[src/rtl/sram_bus_bridge.sv]
// Bridges the core's inst and data sram-like ports onto one external bus with a
// single outstanding transaction and fixed data-over-inst priority.
module sram_bus_bridge #(
  parameter int unsigned ADDR_W = 32,
  parameter int unsigned DATA_W = 32
) (
  input  logic              clk,
  input  logic              rst,
  input  logic              inst_req,
  input  logic [ADDR_W-1:0] inst_addr,
  output logic              inst_addr_ok,
  output logic              inst_data_ok,
  output logic [DATA_W-1:0] inst_rdata,
  input  logic              data_req,
  input  logic              data_wr,
  input  logic [3:0]        data_wstrb,
  input  logic [ADDR_W-1:0] data_addr,
  input  logic [DATA_W-1:0] data_wdata,
  output logic              data_addr_ok,
  output logic              data_data_ok,
  output logic [DATA_W-1:0] data_rdata,
  output logic              bus_req,
  output logic              bus_wr,
  output logic [3:0]        bus_wstrb,
  output logic [ADDR_W-1:0] bus_addr,
  output logic [DATA_W-1:0] bus_wdata,
  input  logic              bus_gnt,
  input  logic              bus_rvalid,
  input  logic [DATA_W-1:0] bus_rdata
);

  typedef enum logic [1:0] {IDLE, REQ, WAIT, RESP} state_t;

  state_t            state_q, state_d;
  logic              owner_q, owner_d;  // 1 = data master owns the transaction
  logic              wr_q, wr_d;
  logic [3:0]        wstrb_q, wstrb_d;
  logic [ADDR_W-1:0] addr_q, addr_d;
  logic [DATA_W-1:0] wdata_q, wdata_d;
  logic [DATA_W-1:0] inst_rdata_q, inst_rdata_d;
  logic [DATA_W-1:0] data_rdata_q, data_rdata_d;

  always_ff @(posedge clk or negedge rst) begin
    if (!rst) begin
      state_q      <= IDLE;
      owner_q      <= 1'b0;
      wr_q         <= 1'b0;
      wstrb_q      <= '0;
      addr_q       <= '0;
      wdata_q      <= '0;
      inst_rdata_q <= '0;
      data_rdata_q <= '0;
    end else begin
      state_q      <= state_d;
      owner_q      <= owner_d;
      wr_q         <= wr_d;
      wstrb_q      <= wstrb_d;
      addr_q       <= addr_d;
      wdata_q      <= wdata_d;
      inst_rdata_q <= inst_rdata_d;
      data_rdata_q <= data_rdata_d;
    end
  end

  always_comb begin
    state_d      = state_q;
    owner_d      = owner_q;
    wr_d         = wr_q;
    wstrb_d      = wstrb_q;
    addr_d       = addr_q;
    wdata_d      = wdata_q;
    inst_rdata_d = inst_rdata_q;
    data_rdata_d = data_rdata_q;
    inst_addr_ok = 1'b0;
    data_addr_ok = 1'b0;
    inst_data_ok = 1'b0;
    data_data_ok = 1'b0;
    bus_req      = 1'b0;
    unique case (state_q)
      IDLE: begin
        data_addr_ok = data_req;
        inst_addr_ok = inst_req & ~data_req;
        if (data_req) begin
          owner_d = 1'b1;
          wr_d    = data_wr;
          wstrb_d = data_wr ? data_wstrb : '0;
          addr_d  = data_addr;
          wdata_d = data_wdata;
          state_d = REQ;
        end else if (inst_req) begin
          owner_d = 1'b0;
          wr_d    = 1'b0;
          wstrb_d = '0;
          addr_d  = inst_addr;
          wdata_d = '0;
          state_d = REQ;
        end
      end
      REQ: begin
        bus_req = 1'b1;
        if (bus_gnt) state_d = WAIT;
      end
      WAIT: begin
        if (bus_rvalid) begin
          if (owner_q) data_rdata_d = bus_rdata;
          else         inst_rdata_d = bus_rdata;
          state_d = RESP;
        end
      end
      RESP: begin
        inst_data_ok = ~owner_q;
        data_data_ok = owner_q;
        state_d      = IDLE;
      end
      default: state_d = IDLE;
    endcase
  end

  assign bus_wr     = wr_q;
  assign bus_wstrb  = wstrb_q;
  assign bus_addr   = addr_q;
  assign bus_wdata  = wdata_q;
  assign inst_rdata = inst_rdata_q;
  assign data_rdata = data_rdata_q;

endmodule

[config.mk]
export PLATFORM = sky130hd
export DESIGN_NAME = sram_bus_bridge
export DESIGN_NICKNAME = d
export VERILOG_FILES = /design/src/rtl/sram_bus_bridge.sv
export SDC_FILE = /design/constraint.sdc
export NUM_CORES = 1
export LEC_CHECK = 0
export CAP_MARGIN = 30
export CORE_MARGIN = 2
export CORE_UTILIZATION = 43
export DETAILED_ROUTE_END_ITERATION = 8
export PLACE_DENSITY_LB_ADDON = 0.3
export SLEW_MARGIN = 0
export SYNTH_ARGS = -nofsm -noshare
export SYNTH_HDL_FRONTEND = slang
export SYNTH_SLANG_ARGS = --single-unit
[constraint.sdc]
create_clock -name clk -period 4.65 [get_ports clk]
set_input_delay 0.465 -clock clk [delete_from_list [all_inputs] [get_ports clk]]
set_output_delay 0.465 -clock clk [all_outputs]
set_load 0.05 [all_outputs]
=== Yosys cells after proc, flatten, opt, wreduce, memory -nomap -nowiden ===
Index checks and enable logic that the tools add are counted.

* Input bits: 139
* Output and inout bits: 138
* Logic and storage cells: 43
* Register bits after elaboration: 136

* Equality and inequality tests: 6
* Bitwise logic cells: 3
* Reduce and logical (&&, ||, !) cells: 6
* Multiplexer cells: 20

{| class="wikitable"
|+ Operators by type and width
! kind !! number
|-
| two-way mux 32 bit || 4
|-
| two-way mux 4 bit || 3
|-
| AND reduction 3 bit || 3
|-
| two-way mux 1 bit || 8
|-
| two-way mux 2 bit || 4
|-
| one-hot mux 2 bit (4 select lines) || 1
|-
| == test 2 bit (second input constant) || 2
|-
| inequality test 2 bit (second input constant) || 2
|-
| inequality test 3 bit (second input constant) || 1
|-
| == test 2 x 1 -> 1 bit (second input constant) || 1
|-
| logical NOT 2 bit || 1
|-
| inverter 1 bit || 2
|-
| AND reduction 2 bit || 1
|-
| nonzero test 2 bit || 1
|-
| AND 1 bit || 1
|}

=== Longest topological paths before layout ===
* Word-level depth: 3
* Depth in mapped cells: 7
* Mapped depth without buffers: 5

=== Worst setup path before layout ===
No wires, ideal clock.

* Path type: input to output
* Start point: input data_req
* End point: output inst_addr_ok
* Arrival: 1.494 ns
* Required time: 4.185 ns
* Stages: 3
* Setup slack: 2.691 ns
* Buffers on the path: 2
* Cell sequence: buf_4 buf_2 nor2_1

* Cells in the longest elaborated chain, start to end: 3

{| class="wikitable"
|+ RTL lines
! element !! RTL line !! source
|-
| start: declaration || 14 || <nowiki>input logic data_req,</nowiki>
|-
| inverter 1 bit || 82 || <nowiki>inst_addr_ok = inst_req & ~data_req;</nowiki>
|-
| AND 1 bit || 82 ||
|-
| two-way mux 1 bit || 79 || <nowiki>unique case (state_q)</nowiki>
|-
| end: declaration || 11 || <nowiki>output logic inst_addr_ok,</nowiki>
|}

Every way passes these cells.

=== Worst setup path in the final report ===
* Start point: register state_q[0]
* End point: output data_addr_ok

* Cells in the longest elaborated chain, start to end: 2

{| class="wikitable"
|+ RTL lines
! element !! RTL line !! source
|-
| start: declaration || 34 || <nowiki>state_t state_q, state_d;</nowiki>
|-
| start signal: assignment || 54 || <nowiki>state_q <= state_d;</nowiki>
|-
| logical NOT 2 bit || 79 ||
|-
| two-way mux 1 bit || 79 ||
|-
| end: declaration || 19 || <nowiki>output logic data_addr_ok,</nowiki>
|}

Every way passes these cells.

==> flow_summary.ini <==
[worst_setup_path]
rrSetupSlack_ns = 2.61
crit_arrival_ns = 2.65
r2r.worst_path.cells = 4
end_kind = primary output
crit_buf_inv = 3
slowest_delay_ns = 0.88
crit_required_ns = 4.18
cp-start-kind = register
slowest_stage = clkdlybuf4s50_1
crit_chain = inv_1 > ha_1 > and2_1 > buf_4 > clkdlybuf4s50_1
worst_r2r_endpoint = data_rdata[25]
path_max_fanout = 39
r2r-start = state_q[0]
crit_family = buffers and inverters
crit_type = reg -> out

[yosys]
seq_area_frac_synth_pct = 61.3
ys_async_sr_fraction_pct = 100
synth_warnings = 0
syn_area_um2 = 5550
synth_area_leader_cell = dfrtp_1
ys_ff_latch = 136
synth_cells = 379
avgSynthCellArea_um2 = 14.7
synth_ff_type = dfrtp_1
synth_edf_count = 0
synth_area_leaders = dfrtp_1 61%, mux2_4 8.7%, mux2_2 6.7%, mux2i_1 5.8%, a22o_1 5.2%
synth_top_area_share_pct = 61.3
synth_cell_type_count = 25
syn_nets = 522

[grt]
grtUsageTotal_pct = 21.8
grt_pass1_vias = 4433
antenna_found_initial = 0
grt_max_degree = 102
grt_pass1_wl_um = 23600
grt-ovfl-total = 0

[clock_network]
cts_tree = built
cts-htree-levels = 4
root_buffer = clkbuf_16
clkTransAtPathRegs_ns = 0.05
cts.sink_count = 136
cts_buffer_depth = 2
cts_made_buffers = 17
ctsHoldBuffers = 0
clkLatencyLatePin_ns = 0.41
cts_resized = 0
cts_setup_buffers = 0

[route]
dr_wl_met2_um = 7430
dr.pass1.iters = 4
drcViolationCount = 0
vias = 4159
wirelength_um = 14800
viasPerCell = 4.96
topRoutingLayerUsed = met4
drt_iter0_markers = 254
met3_length_um = 1280
wl_met1_um = 5910
avgRoutedWirePerCell_um = 17.7
ant_nets = 0

[cells_and_area]
fillers = 883
drive_gt1_share_pct = 15.9
design_area_um2 = 8970
final_nets = 796
layoutNonFillerInstCount = 838
antenna_cells = 0
synthToLayoutAreaGrowth_pct = 61.5

[timing]
hold_viol = 0
finClkSkew_ns = 0.00637
slew_headroom_pct = 40.1
rsz0062_at_grt = no
worstMarginPinSlew_ns = 0.899
fin_setup_tns_ns = 0
report.final.slew_viol_count = 0
holdWs_ns = 0.0910
setup_viol_count_final = 0
fin_crit_ns = 3.12
fin_crit_sh_pct = 67.1
fmax_mhz = 321

[place]
post-dp-hpwl_um = 10600
place_inst = 806
placed_area_um2 = 8370
gp_congestion = 0.751
portBuffers = 276

[job]
cap_violations = 0

[floorplanning]
die-area_um2 = 13800
die-height_um = 118
die_w_um = 118
initial_core_util_pct = 44.0
std_cell_rows = 41
io_pins = 277
core_um2 = 12600

[pwr]
p_leak_nw = 4.06
power_density_nw_per_um2 = 873
ir_drop_mv = 0.459
totalPowerFinal_w = 0.00783

[worst_hold_path]
min_path_type = in -> async

[status]
outcome = finished clean
-- stage by stage --
stage | setup WS [ns] | utilization (%)
floorplan | 2.69 | -
global placement | 1.71 | 66.4
global route | 1.42 | 71.1
finish | 1.53 | 71.1
detailed placement | 1.68 | 66.4
CTS | 1.49 | 71.1
-- cell usage in the layout, fill, tap and decap left out --
cell,instances
clkdlybuf4s50_1,274
dfrtp_1,136
nand2_1,33
a22o_1,33
mux2_2,33
mux2i_1,32
o21ai_0,32
mux2_4,32
clkbuf_16,17
clkinv_2,5
clkbuf_8,5
a32o_1,4
ha_1,4
buf_4,4
inv_1,3
and2_1,2
nor2b_1,2
nor2_1,2
bufinv_16,2
clkbuf_1,2
o21ai_4,1
nand3b_4,1
a221oi_2,1
o32a_2,1
nand3_4,1
a21o_1,1
clkinvlp_4,1
buf_6,1
buf_2,1
-- cell families (layout without fill, tap and decap cells) --
group                      after synthesis  count (layout)  share of synthesized area, %
and+or+nand+nor                         41              41                          3.49
AOI/OAI and AO/OA                       73              73                          9.51
DFF                                    136             136                          61.3
buffers and inverters                   28             315                          3.70
adders and majority gates                4               4                         0.901
muxes                                   97              97                          21.1
-- Yosys cell counts, types with 3 or more instances --
cell,n
mux2_2,33
mux2i_1,32
clkbuf_8,3
ha_1,4
mux2_4,32
inv_1,3
buf_4,8
a32o_1,4
buf_2,7
buf_6,4
dfrtp_1,136
a22o_1,33
o21ai_0,32
nand2_1,33
-- how the worst max path moves through the flow --
stage,slack (ns),cells after the start,from,endpoint
final,1.53,5,state_q[0],data_addr_ok
after global routing,1.42,5,state_q[1],data_addr_ok
after CTS,1.49,5,state_q[0],data_addr_ok
after detailed placement,1.68,5,data_req,data_addr_ok
after global placement,1.71,5,data_req,data_addr_ok
after floorplan,2.69,3,data_req,inst_addr_ok
-- metal layers --
| layer | GRT usage, % | up-vias |
|---|---|---|
| li1 | - | 1905 |
| met1 | 25.7 | 2037 |
| met2 | 36.7 | 201 |
| met3 | 8.28 | 16 |
| met4 | 7.45 | 0 |
| met5 | 0 | - |
-- sequential cells by signal, indices dropped and copies added, names as in the netlist --
register and flops:
bus_addr 32, bus_wdata 32, data_rdata 32, inst_rdata 32
bus_wstrb 4, state_q 2, bus_wr 1, owner_q 1
-- where the power goes --
group	total [W]	leakage (nW)	internal (W)	switching, W
logic	0.00440	2.09	0.00162	0.00278
registers	0.00209	1.67	0.00176	0.000334
clock network	0.00134	0.296	0.000856	0.000483
-- final cells by class --
class / count / area [um2] / share of cell area [%]
multi-input combinational: 215 / 1960 / 21.8
clock buffer: 24 / 502 / 5.59
sequential: 136 / 3400 / 37.9
inverter: 3 / 11.3 / 0.126
clock inverter: 8 / 92.6 / 1.03
tap: 172 / 215 / 2.40
timing repair buffer: 280 / 2790 / 31.1
No activity file was read; power rests on OpenSTA's default activity.
